<file path="src/rtl/regfile.sv">
// RV32I integer register file: 32 x XLEN, x0 hardwired to zero.
// Two combinational read ports, one synchronous write port.
module regfile #(
   parameter int XLEN   = 32,
   parameter int ADDR_W = 5
) (
   input  logic              clk,
   input  logic              rst_n,
   input  logic [ADDR_W-1:0] r1_reg_name,
   output logic [XLEN-1:0]   r1_reg_val,
   input  logic [ADDR_W-1:0] r2_reg_name,
   output logic [XLEN-1:0]   r2_reg_val,
   input  logic              w_enable,
   input  logic [ADDR_W-1:0] w_reg_name,
   input  logic [XLEN-1:0]   w_reg_val
);

   localparam int NREG = 2 ** ADDR_W;

   logic [XLEN-1:0] regs_q [NREG];
   logic [XLEN-1:0] regs_d [NREG];

   // Entry 0 is held at zero so the array stays uniform; the read mux
   // also forces zero so x0 is clean even before the first reset.
   always_comb begin
      for (int i = 0; i < NREG; i++) begin
         regs_d[i] = regs_q[i];
      end
      if (w_enable && (w_reg_name != '0)) begin
         regs_d[w_reg_name] = w_reg_val;
      end
      regs_d[0] = '0;
   end

   always_ff @(posedge clk) begin
      if (!rst_n) begin
         for (int i = 0; i < NREG; i++) begin
            regs_q[i] <= '0;
         end
      end else begin
         for (int i = 0; i < NREG; i++) begin
            regs_q[i] <= regs_d[i];
         end
      end
   end

   always_comb begin
      r1_reg_val = '0;
      r2_reg_val = '0;
      if (r1_reg_name != '0) begin
         r1_reg_val = regs_q[r1_reg_name];
      end
      if (r2_reg_name != '0) begin
         r2_reg_val = regs_q[r2_reg_name];
      end
   end

endmodule

</file>
<file path="config.mk">
export PLATFORM = sky130hd
export DESIGN_NAME = regfile
export DESIGN_NICKNAME = d
export VERILOG_FILES = /design/src/rtl/regfile.sv
export SDC_FILE = /design/constraint.sdc
export NUM_CORES = 2
export LEC_CHECK = 0
export ABC_CLOCK_PERIOD_IN_PS = 2110
export CAP_MARGIN = 20
export CELL_PAD_IN_SITES_DETAIL_PLACEMENT = 0
export CELL_PAD_IN_SITES_GLOBAL_PLACEMENT = 1
export CORE_MARGIN = 2
export CORE_UTILIZATION = 49
export CTS_CLUSTER_DIAMETER = 50
export DETAILED_ROUTE_END_ITERATION = 10
export GPL_ROUTABILITY_DRIVEN = 0
export PLACE_DENSITY_LB_ADDON = 0.1
export REMOVE_ABC_BUFFERS = 1
export SLEW_MARGIN = 25
export SYNTH_ARGS = -nofsm -noshare
export SYNTH_HDL_FRONTEND = slang
export SYNTH_SLANG_ARGS = --single-unit
</file>
<file path="constraint.sdc">
create_clock -name clk -period 2.11 [get_ports clk]
set_input_delay 0.3165 -clock clk [delete_from_list [all_inputs] [get_ports clk]]
set_output_delay 0.3165 -clock clk [all_outputs]
set_load 0.05 [all_outputs]
</file>
# After elaboration in Yosys (flattened, before gate mapping)
# Memory sizes are Yosys's and may differ from the RTL's.
# Index checks and enable logic that the tools add are counted.
[totals] inputBits=50 rom_bits=0 output_inout_bits=64 latchBits=0 mem_bits_rw=1024 mem_count=1 regBits=0
[memory_table] memory="regs_q" words=32 word_bits=32 read_ports=34 rd_clocked_by_memory_dff=0 wr=32 line="20" text="logic [XLEN-1:0] regs_q [NREG];"
[op_classes] n_div=0 n_reduce_logical=5 bitwise=33 n_addsub=0 multipliers=0 n_lt_le_gt_ge=2 mux=40 n_shift=0 eq_ne=0
[op_table] operator="32-bit 2-to-1 mux" count=35
[op_table] operator="1024-bit bitwise mux" count=1
[op_table] operator="992-bit 2-to-1 mux" count=1
[op_table] operator="32-bit demux with 5-bit select" count=1
[op_table] operator="1-bit OR" count=32
[op_table] operator="5-bit nonzero test" count=3
[op_table] operator="6-bit >= comparator (second input constant)" count=1
[op_table] operator="6-bit by 1-bit < comparator with 1-bit output (second input constant)" count=1
[op_table] operator="5-bit inverter with 6-bit output" count=1
[op_table] operator="1-bit logical AND" count=2
[op_table] operator="1-bit 2-to-1 mux" count=2

# Logic depth before layout (Yosys ltp)
[depth] depth_word=8 ltp_mapped=8 depth_no_buf=4

# Worst setup path after synthesis
# OpenSTA, ideal clock, no wires.
[synth_path] path_kind="input port to output port" startpoint="input port r1_reg_name[1]" endpoint="output port r1_reg_val[0]" path_buffers=4 slack_ns=-0.654 required_ns=1.794 arrival_time_ns=2.448 path_stages=7 cell_sequence="buf_2 > buf_2 > buf_2 > nand3b_1 > clkbuf_1 > o22ai_1 > nor3_1"
[synth_via] elab_chain_len=2
[synth_lines] element="from (decl)" line="9" text="input logic [ADDR_W-1:0] r1_reg_name,"
[synth_lines] element="memory 32 x 32 bit / 5-bit nonzero test (equally long branches)"
[synth_lines] element="32-bit 2-to-1 mux (*)" line="50" text="if (r1_reg_name != '0) begin"
[synth_lines] element="to (decl)" line="10" text="output logic [XLEN-1:0] r1_reg_val,"
# Mark *: on every way between the ends. The rest lies on a longest branch, timed or not.

==> impl_metrics.py <==
metrics = {
    "yosys": {
        "yosysTopAreaCell": "dfxtp_1",
        "synth_area_sq_um": 52300,
        "ys_top_cells_by_area": "dfxtp_1 38%, mux4_2 17%, nand2_1 14%",
        "synth_edf_count": 0,
        "synth_common_cells": "2017 x nand2_1, 992 x dfxtp_1, 871 x a21boi_0",
        "ys_seq_area_share_pct": 38.0,
        "yosysWarnings": 0,
        "synthArstFlopShare_pct": 0,
        "synthFlopType": "dfxtp_1",
        "synth.top_cell.area_share_pct": 38.0,
        "synth.most_common_cell": "nand2_1",
        "ys_ff_latch": 992,
        "synthCells": 5739,
        "avgSynthCellArea_sq_um": 9.11,
        "yosysUniqueCellTypes": 29,
    },
    "clocking": {
        "clock_latency_ns": 0.76,
        "cts.sinks": 992,
        "cts_buffers": 137,
        "cts_tree": "yes",
        "clockBufferDepth": 3,
        "h-tree-depth": 4,
        "root_buffer": "clkbuf_16",
        "clk_pin_slew_ns": 0.06,
    },
    "critical_path": {
        "r2r-end": "regs_q[2][11]",
        "critPathCapture": "r1_reg_val[20]",
        "crit_path_max_fanout": 2,
        "rr_startpoint": "regs_q[2][11]",
        "crit_required_ns": 1.79,
        "path_class": "reg2out",
        "r2r_cells": 2,
        "timing.critical_path.from": "regs_q[28][20]",
        "cp-end-kind": "primary output",
        "start_kind": "register",
        "regToRegSetupSlack_ns": 1.32,
        "arrival_ns": 2.55,
    },
    "finish": {
        "instances_no_fill": 7507,
        "largest_register_ffs": 992,
        "top_regs": "regs_q (992)",
        "nets": 6053,
        "diodes": 0,
        "area_growth_pct": 28.7,
        "drive_above_1_share_pct": 28.7,
        "top_register": "regs_q",
    },
    "power": {
        "power.density_nw_per_um2": 728,
        "p_leak_nw": 23.1,
        "ir_worst_vdd_mv": 0.826,
        "power_mw": 49.0,
    },
    "route": {
        "drc": 0,
        "antenna_left": 0,
        "wl_per_cell_um": 27.3,
        "drt-initial-drc-count": 5253,
        "postRouteWirelength_um": 205000,
        "drt-vias-per-instance": 6.22,
        "dr.pass1.iters": 5,
        "num_vias": 46700,
    },
    "timing": {
        "slew_headroom_pct": 52.0,
        "slew_viol_final": 0,
        "fin_crit_sh_pct": 136,
        "skew_ns": 0,
        "setup_ws_ns": -0.753,
        "post-route-min-period_ns": 2.86,
        "setup_violations": 64,
        "max_freq_ghz": 0.349,
        "hold_viol": 0,
        "rsz0062_at_grt": "yes",
        "tightest_slew_ns": 0.718,
    },
    "global_route": {
        "antenna_found_initial": 4,
        "grt_max_degree": 145,
        "grt_pass1_vias": 45100,
        "grt_util_all_layers_pct": 37.1,
        "gr-total-overflow": 0,
        "grt_pass1_wl_um": 300000,
    },
    "status": {
        "status": "complete, but fails checks",
        "failed_checks": "setup timing",
    },
    "floorplanning": {
        "core-area_sq_um": 106000,
        "initial_core_util_pct": 49.6,
        "die-area_sq_um": 109000,
        "rows": 119,
        "die_y_um": 331,
        "io_pins": 114,
        "die_x_um": 331,
    },
    "placed_design": {
        "pre_cts_ws_ns": -1.07,
        "placed_cells": 7299,
        "portBuffers": 113,
        "dp.final_hpwl_um": 137000,
    },
    "job": {
        "maxCapViolCount": 0,
    },
    "worst_hold_path": {
        "hold_depth": 4,
        "worstHoldPathType": "in2reg",
    },
}
-- critical path, stage by stage, from the launching register on --
cell	delay (ns)
dfxtp_2	0.32
buf_6	0.11
mux4_2	0.48
mux2_4	0.33
o22ai_4	0.27
nor3_4	0.11
buf_12	0.17
-- report_power, final --
| part | total [mW] | internal (mW) | switching [mW] |
|---|---|---|---|
| sequential | 19.0 | 18.9 | 0.106 |
| clock | 24.1 | 14.8 | 9.22 |
| combinational | 5.94 | 2.51 | 3.43 |
-- cells in the final DEF (no fill, tap or decap), drive strengths merged --
cell type      count
nand3              4
inv               11
mux2i            192
clkinvlp          10
nor3b              6
mux2             128
or3b               4
buf              660
and2               3
or2                2
mux4             384
clkdlybuf4s50     39
a2111oi           64
nor2              92
nand2           2017
nand3b             7
o22ai            192
dlymetal6s2s       1
a21boi           992
dlygate4sd3        1
clkbuf           192
and3               2
bufinv            12
nor3              65
nand2b             8
clkinv            31
and3b              5
dfxtp            992
-- through the flow --
step | util, % | instance area, sq um | setup TNS [ns] | hold WS (ns)
after global placement | 57.2 | 60400 | -111.53 | 0.448
after global routing | 63.7 | 67300 | -41.53 | 0.387
after floorplan | - | 49700 | -89.19 | 0.442
after detailed placement | 57.2 | 60400 | -127.08 | 0.458
final | 63.7 | 67300 | -39.31 | 0.377
after CTS | 63.4 | 66900 | -42.60 | 0.341
-- worst min-delay path by stage --
stage / start / endpoint / slack [ns]
floorplan: regs_q[12][10] / regs_q[12][10] / 0.44
global placement: regs_q[12][1] / regs_q[12][1] / 0.45
detailed placement: regs_q[12][5] / regs_q[12][5] / 0.46
CTS: w_reg_val[20] / regs_q[20][20] / 0.34
global route: w_reg_val[13] / regs_q[25][13] / 0.39
finish: w_reg_val[15] / regs_q[29][15] / 0.38
-- kinds of logic after synthesis --
group	count (synthesis)	share of synthesized area [%]
compound gates	1248	17.6
buf+inv	580	5.01
flops	992	38.0
mux	704	23.0
simple gates	2215	16.5
-- cell type report --
type	instances	area, sq um
fillers	8670	38300
multi-input cells	4167	32200
flip-flops and latches	992	20000
repair buffers	705	8590
clock buffers	188	4010
well taps	1391	1740
clock inverters	64	736
-- layer usage --
metal  vias to the layer above  wire, um  track usage, %
met5                         -        52               0
met2                      2449     91500            57.4
li1                      20600         -               -
met4                         8     12600            20.9
met1                     23100     82400            49.6
met3                       539     18200            6.22
-- timing repair --
action | in CTS | in global routing
pin swaps | 45 | 48
endpoints found under the setup margin | 64 | 64
endpoints found under the hold margin | 17 | 0
hold buffers | 1 | 0
setup buffers | 1 | 4
resized for setup | 490 | 102
No activity file was read; power rests on OpenSTA's default activity.
